<file path="src/rtl/mux2_arbiter.sv">
// Round-robin arbiter for two requesters sharing a 2:1 mux, with a per-grant hold
// limit that forces rotation and a registered mux output with a valid flag.
module mux2_arbiter #(
  parameter int WIDTH    = 8,
  parameter int MAX_HOLD = 4
) (
  input  logic             clk,
  input  logic             rst_n,
  input  logic             req_a,
  input  logic             req_b,
  input  logic [WIDTH-1:0] a_data,
  input  logic [WIDTH-1:0] b_data,
  output logic             gnt_a,
  output logic             gnt_b,
  output logic             sel,
  output logic [WIDTH-1:0] out_data,
  output logic             out_valid
);

  typedef enum logic [1:0] {IDLE, GNT_A, GNT_B} state_t;

  localparam logic [7:0] HOLD_LAST = 8'(MAX_HOLD - 1);
  localparam logic       LAST_A    = 1'b0;
  localparam logic       LAST_B    = 1'b1;

  state_t     state, next_state;
  logic       last, next_last;
  logic [7:0] hold_cnt, next_hold;
  logic       next_sel;
  logic       valid_next;

  always_comb begin
    next_state = state;
    next_last  = last;
    next_sel   = sel;
    next_hold  = hold_cnt;
    valid_next = (gnt_a & req_a) | (gnt_b & req_b);

    case (state)
      IDLE: begin
        if (req_a && req_b)
          next_state = (last == LAST_B) ? GNT_A : GNT_B;
        else if (req_a)
          next_state = GNT_A;
        else if (req_b)
          next_state = GNT_B;
      end
      GNT_A: begin
        if (!req_a)
          next_state = req_b ? GNT_B : IDLE;
        else if (req_b && hold_cnt == HOLD_LAST)
          next_state = GNT_B;
      end
      GNT_B: begin
        if (!req_b)
          next_state = req_a ? GNT_A : IDLE;
        else if (req_a && hold_cnt == HOLD_LAST)
          next_state = GNT_A;
      end
      default: next_state = IDLE;
    endcase

    // The counter restarts on every grant entry and saturates so a late request
    // from the other side rotates on the very next edge.
    if (next_state != state)
      next_hold = 8'd0;
    else if (state != IDLE && hold_cnt < HOLD_LAST)
      next_hold = hold_cnt + 8'd1;

    if (next_state == GNT_A) begin
      next_sel  = 1'b0;
      next_last = LAST_A;
    end else if (next_state == GNT_B) begin
      next_sel  = 1'b1;
      next_last = LAST_B;
    end
  end

  always_ff @(posedge clk or negedge rst_n) begin
    if (!rst_n) begin
      state    <= IDLE;
      last     <= LAST_B;
      hold_cnt <= 8'd0;
      gnt_a    <= 1'b0;
      gnt_b    <= 1'b0;
      sel      <= 1'b0;
    end else begin
      state    <= next_state;
      last     <= next_last;
      hold_cnt <= next_hold;
      gnt_a    <= (next_state == GNT_A);
      gnt_b    <= (next_state == GNT_B);
      sel      <= next_sel;
    end
  end

  // out_data only captures words that are flagged valid; otherwise it holds.
  always_ff @(posedge clk or negedge rst_n) begin
    if (!rst_n) begin
      out_valid <= 1'b0;
      out_data  <= '0;
    end else begin
      out_valid <= valid_next;
      if (valid_next)
        out_data <= sel ? b_data : a_data;
    end
  end

endmodule

</file>
<file path="config.mk">
export PLATFORM = sky130hd
export DESIGN_NAME = mux2_arbiter
export DESIGN_NICKNAME = d
export VERILOG_FILES = /design/src/rtl/mux2_arbiter.sv
export SDC_FILE = /design/constraint.sdc
export NUM_CORES = 1
export LEC_CHECK = 0
export BUFFER_PORTS_ARGS = -buffer_cell sky130_fd_sc_hd__buf_2
export CAP_MARGIN = 30
export CORE_MARGIN = 5
export CORE_UTILIZATION = 52
export CTS_BUF_LIST = sky130_fd_sc_hd__clkbuf_4
export DETAILED_ROUTE_END_ITERATION = 6
export GPL_ROUTABILITY_DRIVEN = 0
export PLACE_DENSITY = 0.76
export SLEW_MARGIN = 30
export SYNTH_ARGS = -nofsm -noshare
export SYNTH_HDL_FRONTEND = slang
export SYNTH_SLANG_ARGS = --single-unit
</file>
<file path="constraint.sdc">
create_clock -name clk -period 2.3 [get_ports clk]
set_input_delay 0 -clock clk [delete_from_list [all_inputs] [get_ports clk]]
set_output_delay 0 -clock clk [all_outputs]
set_load 0.05 [all_outputs]
</file>
-- Word-level counts from Yosys, hierarchy flattened
Cells that the tools add are included.
- bits in registers: 23
- latch bits: 0
- RAM bits: 0
- memory bits (read-only): 0
- output and inout port bits: 12
- memories: 0
- add/subtract/negate cells: 1
- $mul: 0
- div/mod/pow operators: 0
- $lt $le $gt $ge: 1
- equal/unequal tests: 6
- shift operators: 0
- multiplexer cells: 16
- bitwise operators: 3
- reductions and logical operators: 8
- operator list (kind ; count):
    $mux W8 ; 3
    $mux W2 ; 9
    $add A8 B1 Y8 const B ; 1
    $eq A8 B2 Y1 const B ; 1
    $lt A8 B2 Y1 const B ; 1
    $pmux W2 S3 ; 1
    $reduce_bool A2 Y1 ; 3
    $eq A2 B1 Y1 const B ; 2
    $eq A2 B2 Y1 const B ; 2
    $logic_and A1 B1 Y1 ; 4
    $mux W1 ; 3
    $and A1 B1 Y1 ; 2
    $logic_not A2 Y1 ; 1
    $ne A2 B2 Y1 ; 1
    $or A1 B1 Y1 ; 1

-- Longest topological paths before layout
- word-level depth: 8
- gate-level depth with buffers: 7

-- Worst setup path before layout
OpenSTA, ideal clock, no wires.
- path kind: reg2reg
- start: register hold_cnt[3]
- end: register sel
- library setup time: 0.123 ns
- arrival: 1.702 ns
- required time: 2.177 ns
- path slack: 0.475 ns
- cell stages (with the launch flop): 8
- buffers on the path: 0
- period minus slack after synthesis: 1.825 ns
- path through: dfrtp_1 -> nor4_4 -> nand3_1 -> nor3_1 -> o31a_1 -> ha_1 -> nor2b_1 -> a21oi_1
- longest elaborated chain between the ends: 7
- ends and longest elaborated chain (item ; line ; text):
    start: declaration ; 28 ; logic [7:0] hold_cnt, next_hold;
    start signal: assignment ; 90 ; hold_cnt <= next_hold;
    $eq A8 B2 Y1 * ; 51, 57 ;
    $logic_and A1 B1 Y1 (on tied branches) ; 57, 51 ;
    $mux W2 (on tied branches) ; 57, 51 ;
    $mux W2 (on tied branches) ; 55, 49 ;
    $pmux W2 S3 * ; 39 ; case (state)
    named net next_state[1] ; 26 ; state_t state, next_state;
    $eq A2 B1 Y1 / $eq A2 B2 Y1 (equally long branches) ; 70, 73 ;
    $mux W1 / $reduce_bool A2 Y1 (equally long branches) ; - ;
    end signal: assignment ; 93 ; sel <= next_sel;
    end: declaration ; 15 ; output logic sel,
Mark *: on every way through the listed nets, which the timed path passes. The rest lies on a longest branch.
A chain may end at the register's enable or synchronous reset.

-- Worst setup path after layout
Ends and elaborated chain as after synthesis.

==> results.toml <==
[outcome]
outcome = "finished, violations left"
violations = "hold timing"

[timing]
rsz0062_at_grt = "false"
hold_viol_final = 2
finalSetupViolCount = 0
slew_violations = 0
clock_skew_ps = 1.28
fmax_mhz = 499
layout_setup_ws_ps = 294
hold_slack_ps = -4.08
timing.final.crit_share_pct = 87.2
min_period_ps = 2010
tightest_slew_ps = 507
maxSlewHeadroom_pct = 66.2
tns_ps = 0

[cts]
htreeDepth = 1
cts_sinks = 23
cts_max_path_buffers = 2
cts-resized-gates = 0
cts_buffers = 3
tritoncts = "yes"
clk_pin_slew_ps = 120
clk-insertion-delay-late_ps = 310
cts_root_buf = "clkbuf_4"
post_cts_buffers = 0

[placed_design]
pre_cts_ws_ps = 344
hpwl_um = 1530
port_buffers = 31

[power]
p_int_mw = 0.796
p_seq_share_pct = 40.9
cellPowerDensity_nw_per_um2 = 1030
pwr-share-clk_pct = 13.5
p_sw_mw = 0.669
peakVddDrop_uv = 712
leakage_nw = 0.768
switching_share_pct = 45.6
p_comb_share_pct = 45.6

[critical_path]
arrival_ps = 2220
r2r_end = "sel$_DFFE_PN0P_"
worst_ep_required_time_ps = 2510
endpoint_kind = "register"
startpoint = "hold_cnt[3]$_DFFE_PN0P_"
start_kind = "register"
reg2reg_from = "hold_cnt[3]$_DFFE_PN0P_"
endpoint = "sel$_DFFE_PN0P_"
r2r_slack_ps = 290
crit_fanout = 5
worst-r2r-cell-count = 7
critPathKind = "reg2reg"

[die]
start_util_pct = 55.0
ios = 32
die_w_um = 55.6
core_sq_um = 1960
rows = 16
die-area_sq_um = 3090
fp.dieH_um = 55.6

[route]
routed_via_density = 5.26
drt_first_iter_violations = 19
finalWirelength_um = 2420
wl_per_cell_um = 14.2
drc_errors = 0
drt_pass1_iterations = 4
num_vias = 900
ant_nets = 0

[cells_and_area]
num_antenna_cells = 0
layout_common_cells = "buf_2 (31), dfrtp_1 (22), dlygate4sd3_1 (14)"
final_common_cell = "buf_2"
syn_to_final_growth_pct = 32.1
nNetsFinal = 168
drive_gt1_share_pct = 27.1
fillers = 159

[yosys]
synth_top_area_share_pct = 51.0
syn-num-nets = 122
ys_seq_area_share_pct = 53.4
synth-edff-count = 0
synth-async-reset-ratio_pct = 100
ys.flop_type = "dfrtp_1"
ys_types = 34
ys_ff_latch = 23
ys_warn_count = 0
synthCells = 99
syn_area_sq_um = 1080
syn_area_per_cell_sq_um = 10.9
synth_top_cell_by_area = "dfrtp_1"
ys_top_cells_by_area = "dfrtp_1 (51%), mux2i_1 (8.3%), and2_1 (4.6%), nand2_1 (3.8%), ha_1 (3.5%)"

[min_path]
hold_path.class = "in2reg"
min-delay-start = "b_data[5]"

[grt]
grt_max_degree = 24
grt_pass1_vias = 888
grt_first_pass_wirelength_um = 4050
grt_use_total_pct = 16.7
antenna_found_initial = 0
grt_overflow_total = 0

[flow_run]
max-cap-violations = 0
==> per-stage QoR <==
step	util [%]	area, sq um	power [mW]	hold slack (ps)	std cells
CTS	72.7	1430	1.46	1.28	171
finish	72.7	1430	1.47	-4.08	171
floorplan	-	1080	1.07	-296	99
detailed placement	64.0	1260	1.23	1.50	153
global placement	64.0	1260	1.21	-7.13	153
global route	72.7	1430	1.55	5.85	171
==> sequential cells by signal, summed over array words and instances, names as in the netlist <==
name / flops
gnt_a: 1
gnt_b: 1
hold_cnt: 8
last: 1
out_data: 8
out_valid: 1
sel: 1
state: 2
==> cells by family after synthesis <==
logic type                 count (synthesis)  share of synthesized area [%]
DFF                                       23                           53.4
xor gates and xnor gates                   1                          0.811
AOI/OAI and AO/OA                         22                           13.2
adders and majority gates                  3                           3.48
and+or+nand+nor                           31                           16.5
muxes                                     10                           9.39
buffers and inverters                      9                           3.24
==> worst min-delay path by stage <==
stage                     slack [ps]                      end  depth (start not counted)
final                             -4  out_data[5]$_DFFE_PN0P_                          3
after global routing               6  out_data[1]$_DFFE_PN0P_                          3
after CTS                          1  out_data[1]$_DFFE_PN0P_                          3
after detailed placement           2  hold_cnt[1]$_DFFE_PN0P_                          1
after global placement            -7  hold_cnt[0]$_DFFE_PN0P_                          1
after floorplan                 -300          gnt_a$_DFF_PN0_                          0
==> power by group through the flow <==
stage | Sequential [mW] | Clock (mW) | Combinational (mW)
3_5_place_dp | 0.606 | 0 | 0.625
6_report | 0.599 | 0.198 | 0.668
3_3_place_gp | 0.597 | 0 | 0.613
4_1_cts | 0.597 | 0.198 | 0.662
2_1_floorplan | 0.852 | 0 | 0.218
5_1_grt | 0.617 | 0.218 | 0.711
==> cells in the mapped netlist, types with 2 or more instances <==
master,n
clkbuf_1,4
nor3_1,2
o21bai_1,2
ha_1,3
dfrtp_1,22
mux2i_1,9
inv_1,3
and2_1,8
a21oi_1,3
o21ai_0,7
nand2_1,11
nor2_1,3
==> repair_timing <==
item	4_1_cts	5_1_grt
hold buffers	14	0
hold endpoints to repair	32	0
setup endpoints to repair	0	0
==> worst max-delay path, cell delays in order (launching register included) <==
cell     delay, ps
dfrtp_1        420
nor4_4         370
nand3_1        170
nor3_1         270
o31a_1         190
ha_1           260
nor2b_1        160
a21oi_1         60
==> layout make-up <==
type | instances | area, sq um | share of cell area [%]
clock buffers | 4 | 30.0 | 2.11
inverters | 4 | 15.0 | 1.05
multi-input cells | 67 | 468 | 32.8
flip-flops and latches | 23 | 577 | 40.4
well taps | 27 | 33.8 | 2.37
repair buffers | 46 | 303 | 21.2
==> metal layers <==
metal | wire (um) | vias to the layer above | GRT usage [%] | part of all wire [%]
met5 | 0 | - | 0 | 0
met4 | 80 | 0 | 9.38 | 3.3
met3 | 119 | 9 | 3.02 | 4.9
met2 | 1210 | 32 | 27.2 | 50
met1 | 1010 | 424 | 20.9 | 42
li1 | - | 435 | - | -
(Power assumes the default switching activity.)
